**src/rtl/aes_pkg.sv**
```systemverilog
// Shared definitions for the AES-128 control blocks (encrypt and decrypt).
// Holds the FSM state encoding, round/phase geometry and a few helpers.
package aes_pkg;

  // Control FSM states. The 2-bit encoding is fully used, but the FSM
  // still falls back to IDLE on any unexpected value.
  typedef enum logic [1:0] {
    ST_IDLE    = 2'd0,
    ST_KEY_FWD = 2'd1,
    ST_ROUND   = 2'd2,
    ST_DONE    = 2'd3
  } aes_state_e;

  // Round geometry for AES-128.
  localparam int NR             = 10;
  localparam int ROUND_CYCLES   = 3;
  localparam int KEY_FWD_CYCLES = 10;
  localparam int KEY_IDX_W      = 4;
  localparam int PHASE_W        = 2;

  // Pre-sized counter bounds so comparisons need no width casts at use sites.
  localparam logic [KEY_IDX_W-1:0] KEY_FWD_FIRST = KEY_IDX_W'(1);
  localparam logic [KEY_IDX_W-1:0] KEY_FWD_LAST  = KEY_IDX_W'(KEY_FWD_CYCLES);
  localparam logic [KEY_IDX_W-1:0] ROUND_FIRST   = KEY_IDX_W'(NR - 1);
  localparam logic [KEY_IDX_W-1:0] ROUND_LAST    = KEY_IDX_W'(0);
  localparam logic [PHASE_W-1:0]   PHASE_FIRST   = PHASE_W'(0);
  localparam logic [PHASE_W-1:0]   PHASE_LAST    = PHASE_W'(ROUND_CYCLES - 1);

  // A block is in flight while the key is being expanded or rounds run.
  function automatic logic state_is_busy(aes_state_e s);
    return (s == ST_KEY_FWD) || (s == ST_ROUND);
  endfunction

  // The key schedule advances every forward-expansion cycle and on the
  // last phase of each inverse round.
  function automatic logic key_step_for(aes_state_e s, logic [PHASE_W-1:0] ph);
    return (s == ST_KEY_FWD) || ((s == ST_ROUND) && (ph == PHASE_LAST));
  endfunction

endpackage

```
**src/rtl/aes_ctrl_collision_irq.sv**
```systemverilog
// Flags a request that arrives while the engine is busy. The pulse appears
// one cycle after the offending request, once per offending cycle, so a
// request held high through a busy window yields a pulse train.
module aes_ctrl_collision_irq (
  input  logic clk,
  input  logic kill_n,
  input  logic in_en_i,
  input  logic busy_i,
  output logic irq_pulse_o
);

  logic irq_q;

  // Register the collision condition; cleared asynchronously by reset.
  always_ff @(posedge clk or negedge kill_n) begin
    if (!kill_n) begin
      irq_q <= 1'b0;
    end else begin
      irq_q <= in_en_i & busy_i;
    end
  end

  assign irq_pulse_o = irq_q;

endmodule

```
**src/rtl/aes_128_inv_control.sv**
```systemverilog
// Control sequencer for an iterative AES-128 decryptor. It expands the key
// forward to round 10, then walks the inverse rounds 9..0 at three cycles
// per round, steering the key schedule backwards and enabling
// InvMixColumns on every round but the last. No datapath lives here.
//
// Handshake: in_en is a request; start (= in_en & ~busy, gated by reset)
// is the accept. A request while busy is dropped and reported through
// in_en_collision_irq_pulse on the next cycle. out_en is a one-cycle
// plaintext-valid strobe in DONE; a request in DONE is accepted and the
// next block starts immediately.
module aes_128_inv_control
  import aes_pkg::*;
(
  input  logic                 clk,
  input  logic                 kill_n,
  input  logic                 in_en,
  output logic                 start,
  output logic                 busy,
  output logic                 key_step,
  output logic                 key_dir,
  output logic [KEY_IDX_W-1:0] key_round,
  output logic                 en_invmixcol,
  output logic                 out_en,
  output logic                 in_en_collision_irq_pulse,
  output logic [1:0]           dbg_state_o
);

  aes_state_e           state_q, state_d;
  logic [KEY_IDX_W-1:0] key_round_q, key_round_d;
  logic [PHASE_W-1:0]   phase_q, phase_d;

  logic busy_q;
  logic key_step_q;
  logic key_dir_q;
  logic en_invmixcol_q;
  logic out_en_q;

  // Accept strobe: combinational so a DONE-cycle request chains directly.
  assign start = in_en & ~busy_q & kill_n;

  // Next-state and counter update for the round sequencer.
  always_comb begin
    state_d     = state_q;
    key_round_d = key_round_q;
    phase_d     = phase_q;
    case (state_q)
      ST_IDLE: begin
        phase_d = PHASE_FIRST;
        if (start) begin
          state_d     = ST_KEY_FWD;
          key_round_d = KEY_FWD_FIRST;
        end else begin
          key_round_d = '0;
        end
      end
      ST_KEY_FWD: begin
        phase_d = PHASE_FIRST;
        if (key_round_q >= KEY_FWD_LAST) begin
          state_d     = ST_ROUND;
          key_round_d = ROUND_FIRST;
        end else begin
          key_round_d = key_round_q + 1'b1;
        end
      end
      ST_ROUND: begin
        if (phase_q >= PHASE_LAST) begin
          phase_d = PHASE_FIRST;
          if (key_round_q == ROUND_LAST) begin
            state_d     = ST_DONE;
            key_round_d = '0;
          end else begin
            key_round_d = key_round_q - 1'b1;
          end
        end else begin
          phase_d = phase_q + 1'b1;
        end
      end
      ST_DONE: begin
        phase_d = PHASE_FIRST;
        if (start) begin
          state_d     = ST_KEY_FWD;
          key_round_d = KEY_FWD_FIRST;
        end else begin
          state_d     = ST_IDLE;
          key_round_d = '0;
        end
      end
      default: begin
        state_d     = ST_IDLE;
        key_round_d = '0;
        phase_d     = PHASE_FIRST;
      end
    endcase
  end

  // State, counters and registered outputs decoded from the next state.
  always_ff @(posedge clk or negedge kill_n) begin
    if (!kill_n) begin
      state_q        <= ST_IDLE;
      key_round_q    <= '0;
      phase_q        <= PHASE_FIRST;
      busy_q         <= 1'b0;
      key_step_q     <= 1'b0;
      key_dir_q      <= 1'b0;
      en_invmixcol_q <= 1'b0;
      out_en_q       <= 1'b0;
    end else begin
      state_q        <= state_d;
      key_round_q    <= key_round_d;
      phase_q        <= phase_d;
      busy_q         <= state_is_busy(state_d);
      key_step_q     <= key_step_for(state_d, phase_d);
      key_dir_q      <= (state_d == ST_ROUND) && (phase_d == PHASE_LAST);
      en_invmixcol_q <= (state_d == ST_ROUND) && (phase_d == PHASE_LAST) &&
                        (key_round_d != ROUND_LAST);
      out_en_q       <= (state_d == ST_DONE);
    end
  end

  aes_ctrl_collision_irq u_collision_irq (
    .clk         (clk),
    .kill_n      (kill_n),
    .in_en_i     (in_en),
    .busy_i      (busy_q),
    .irq_pulse_o (in_en_collision_irq_pulse)
  );

  assign busy         = busy_q;
  assign key_step     = key_step_q;
  assign key_dir      = key_dir_q;
  assign key_round    = key_round_q;
  assign en_invmixcol = en_invmixcol_q;
  assign out_en       = out_en_q;
  assign dbg_state_o  = state_q;

endmodule

```
**config.mk**
```make
export PLATFORM = sky130hd
export DESIGN_NAME = aes_128_inv_control
export DESIGN_NICKNAME = d
export VERILOG_FILES = /design/src/rtl/aes_pkg.sv /design/src/rtl/aes_ctrl_collision_irq.sv /design/src/rtl/aes_128_inv_control.sv
export SDC_FILE = /design/constraint.sdc
export NUM_CORES = 1
export LEC_CHECK = 0
export CAP_MARGIN = 20
export CORE_MARGIN = 1
export CORE_UTILIZATION = 41
export DETAILED_ROUTE_END_ITERATION = 16
export PLACE_DENSITY_LB_ADDON = 0.1
export SLEW_MARGIN = 0
export SYNTH_ARGS = -nofsm -noshare
export SYNTH_HDL_FRONTEND = slang
export SYNTH_SLANG_ARGS = --single-unit
```
**constraint.sdc**
```tcl
create_clock -name clk -period 2.66 [get_ports clk]
set_clock_uncertainty 0.15 [all_clocks]
set_input_delay 0.665 -clock clk [delete_from_list [all_inputs] [get_ports clk]]
set_output_delay 0.665 -clock clk [all_outputs]
set_load 0.01 [all_outputs]
```
# Word level (Yosys, flattened, before mapping)
# Index checks and enable logic that the tools add are counted.
# W data, S select, Z words.
[totals]
regBits = 14
word_cells = 47
[classes]
addsub = 3
order_cmp = 2
n_eq_ne = 7
mux = 13
bitwise = 4
n_reduce_logical = 9
[op_table]
columns = ["operator", "n"]
rows = [
  ["$mux W4", 3],
  ["$pmux W4 S3", 1],
  ["$eq A2 B2 Y1 const B", 5],
  ["$mux W2", 5],
  ["$pmux W2 S4", 1],
  ["$add A4 B1 Y4 const B", 1],
  ["$eq A2 B1 Y1 const B", 2],
  ["$ge A4 B4 Y1 const B", 1],
  ["$logic_not A4 Y1", 1],
  ["$pmux W2 S2", 1],
  ["$reduce_bool A4 Y1", 1],
  ["$sub A4 B1 Y4 const B", 1],
  ["$and A1 B1 Y1", 3],
  ["$reduce_or A3 Y1", 1],
  ["$add A2 B1 Y2 const B", 1],
  ["$ge A2 B2 Y1 const B", 1],
  ["$logic_and A1 B1 Y1", 2],
  ["$logic_not A2 Y1", 1],
  ["$logic_or A1 B1 Y1", 2],
  ["$mux W1", 2],
  ["$reduce_or A2 Y1", 1],
  ["$not A1 Y1", 1],
]

# Longest topological paths before layout
[depth]
depth_word = 8
mapped_depth = 10
ltp_nobuf = 10

# Hierarchy
# A second synthesis with hierarchy kept.
[hier_totals]
cells_unflattened = 83
hier_area_um2 = 847.1
[by_module_without_submodules]
columns = ["module", "instances", "cells_per_inst", "area_each_um2", "seq_area_each_um2"]
rows = [
  ["aes_128_inv_control", 1, 81, 815.8, 325.3],
  ["aes_ctrl_collision_irq", 1, 2, 31.3, 25.0],
]

# Worst setup path before layout
# Ideal clock, no wire load.
[synth_path]
path_kind = "reg2reg"
startpoint = "reg key_round_q[0] (netlist: key_round[0])"
endpoint = "reg en_invmixcol_q (netlist: en_invmixcol)"
setup_time_ns = 0.129
t_arrival_ns = 1.899
setup_slack_ns = 0.482
path_stages_with_launch = 11
path_cell_list = "dfrtp_1 > inv_1 > ha_1 > o31ai_1 > and2_1 > o21ai_0 > and3_1 > ha_1 > nand2_1 > inv_1 > o41a_1"
[synth_between]
elab_chain_len = 7
[synth_rtl]
columns = ["item", "line", "source"]
rows = [
  ["start: declaration", "aes_128_inv_control.sv:29", "logic [KEY_IDX_W-1:0] key_round_q, key_round_d;"],
  ["start signal: assignment", "aes_128_inv_control.sv:109", "key_round_q <= key_round_d;"],
  ["branches (longest 6 deep; another with $sub A4 B1 Y4)", "-", ""],
  ["$logic_and A1 B1 Y1 (*)", "aes_128_inv_control.sv:114", "en_invmixcol_q <= (state_d == ST_ROUND) && (phase_d == PHASE_LAST) &&"],
  ["end signal: assignment", "aes_128_inv_control.sv:114", ""],
  ["end: declaration", "aes_128_inv_control.sv:35", "logic en_invmixcol_q;"],
]
# Every way passes the cells marked *.

# Final worst setup path
[layout_path]
startpoint = "in kill_n"
endpoint = "out start"
[layout_between]
elab_chain_len = 1
[layout_rtl]
columns = ["item", "line", "source"]
rows = [
  ["start: declaration", "aes_128_inv_control.sv:15", "input logic kill_n,"],
  ["$and A1 B1 Y1", "aes_128_inv_control.sv:39", "assign start = in_en & ~busy_q & kill_n;"],
  ["end: declaration", "aes_128_inv_control.sv:17", "output logic start,"],
]
# Every way passes these cells.

==> results.md <==
* Status: finished, final reports clean
* Worst Path Max Fanout at 2
* Clock Path Buffers at 2
* Synth unique cells at 30
* Die Ht at 46.9 um
* Die W at between 40 and 50 um
* Leak Pwr at around 0.53 nW
* Clock Tree Root: clkbuf_4
* Min cycle time layout at 2470 ps
* Yosys warnings at 0
* Worst hold path depth at 1
* Antenna cells at 0
* Peak VDD IR at 396 uV
* Slew HR at 0.757
* Drc violations at 0
* Top_reg_cell synth: dfrtp_1
* Most frequent cells in the layout: 14 x dfrtp_1, 14 x clkdlybuf4s50_1, 11 x ha_1, 7 x inv_1, 6 x o21ai_0
* Avg WL per Cell at around 12 um
* Compound-cell area share of the yosys netlist at 0.153
* TritonCTS clock tree: yes
* CP top delay family: buffers and inverters
* Synth Area in XOR/XNOR at 0
* Arrival time worst endpoint at roughly 1700 ps
* Overall Power at 819 uW
* Post-Synth Adder-Cell Area at 0.166
* Synthesized area per cell at 10.1 um^2
* Post-DP Area at 1030 um^2
* Worst-Margin Slew at 361 ps
* Sequential area share after synthesis at 0.424
* Total die area at 2200 um^2
* Multiplexer share of the synthesized area at 0
* Worst Path Buf+Inv at 2
* Design Area, Final at 1070 um^2
* Slew Viols, Final at 0
* Fin worst setup slack at approximately 190 ps
* Initial DRC count at 13
* Worst skew pair latency at 290 ps
* Post-DRT Antenna Nets at 0
* # rows at 15
* Hold_buf cts at 0
* WP depth at 4
* Power Dens Cells at 766 nW/um^2
* RSZ-0062 raised after global routing: false
* Port bufs at 15
* CTS Buf Count at 3
* Part of the cycle the worst path needs at 0.930
* Slowest CP cell: clkdlybuf4s50_1
* Syn Nets at 96
* Largest family of logic cells by synthesized area: simple AND/OR/NAND/NOR gates
* Startpoint types: primary input
* Post-synthesis instance area at 827 um^2
* Crit-path max cell delay at 510 ps
* Fmax at 404 MHz
* Total track usage at 0.172
* Post-Synth Simple-Gate Area at 0.212
* Share of post-route cells with drive strength above 1 at 0.0865
* Worst reg-to-reg setup slack at 410 ps
* Vias in the first global route at between 500 and 600
* Post-synth ARST share at 1.00
* Finished Core Util at 0.594
* Crit Path Class: in2out
* Fin nets at 119
* Syn-to-layout area delta at 29.3%
* Final hold vios at 0
* WHS at 281 ps
* HP Class: reg2reg
* CP Capture Type: primary output
* # Max-Cap Violations at 0
* Initial Util at 0.459
* Via count at 673
* Placement Setup Slack at -112 ps
* Reg2reg path depth at 11
* Post-synthesis register bit count at 14
* CP Cell Sequence: clkdlybuf4s50_1 > nand2_1 > nor2_1 > dlygate4sd2_1
* Vias per cell at 5.22
* Area of the core at 1800 um^2
* CP required at 1850 ps
* Detailed placement HPWL at 1.27 mm
* I/O pins at 16
* Global route overflow at 0
* Largest net degree at the start of global routing at 15
* Clock H-tree levels at 1
* Final setup vio count at 0
* CTS sink count at 14
* Routability cong. at approximately 0.87
* Post-synth EDFFs at 0
* Final WL at 1.60 mm
* TritonRoute pass-1 iters at 4
* Clock transition at path regs at 90 ps
* Post-Synthesis Cells at 82
* First-pass GRT wire length at roughly 2.5 mm
* Initial antenna violation count at 0
[state kept, by name, indices dropped and copies added (netlist names)]
register	flops
busy	1
phase_q	2
dbg_state_o	2
key_round	4
out_en	1
key_dir	1
key_step	1
u_collision_irq.irq_pulse_o	1
en_invmixcol	1
[power by group]
part | switching, mW | leakage [nW] | internal (mW) | total, mW
combinational | 0.183 | 0.322 | 0.187 | 0.370
sequential | 0.0435 | 0.188 | 0.256 | 0.299
clock | 0.0665 | 0.0210 | 0.0834 | 0.150
total | 0.293 | 0.531 | 0.526 | 0.819
[repair_timing]
item / CTS / global route
endpoints found under the setup margin: 1 / 0
endpoints found under the hold margin: 0 / 0
resized for setup: 1 / 0
setup buffers: 0 / 0
[logic make-up after synthesis]
group / after synthesis
compound gates: 18
fa+ha+maj: 11
buf+inv: 9
flops: 14
simple gates: 30
[through the flow]
step	std cells	TNS (ps)
final	129	0
after global routing	129	0
after global placement	125	-110
after detailed placement	125	-112
after CTS	129	0
after floorplan	82	0
[layer usage]
layer / wire, um / vias to the layer above / global-route usage
met5: 0 / - / 0
met4: 20 / 0 / 0.0686
met3: 108 / 4 / 0.0577
met2: 721 / 26 / 0.264
met1: 752 / 308 / 0.223
li1: - / 335 / -
[final cells by class]
| class | instances | area, um^2 |
|---|---|---|
| repair buffers | 20 | 186 |
| clock buffers | 4 | 36.3 |
| well taps | 25 | 31.3 |
| inverters | 7 | 26.3 |
| fillers | 169 | 732 |
| multi-input cells | 59 | 439 |
| flip-flops and latches | 14 | 350 |
[cell usage after synthesis, types with 2 or more instances]
library cell,instances,area share
a21oi_1,2,0.012
and2_1,3,0.023
and3_1,2,0.015
dfrtp_1,14,0.42
ha_1,11,0.17
inv_1,7,0.032
nand2_1,5,0.023
nand2b_1,2,0.015
nand3_1,3,0.018
nand3b_1,2,0.018
nor2_1,4,0.018
nor3b_1,2,0.018
o21a_1,2,0.018
o21ai_0,6,0.036
o41a_1,2,0.027
[final timing paths]
kind                                    from           end
worst max-delay path                  kill_n         start
worst min-delay path              phase_q[0]    phase_q[0]
worst max register to register  key_round[1]  en_invmixcol
worst min register to register    phase_q[0]    phase_q[0]
max in group asynchronous             kill_n  key_round[1]
min in group asynchronous             kill_n    phase_q[0]
Note: power is estimated with default switching activity, not from simulation.
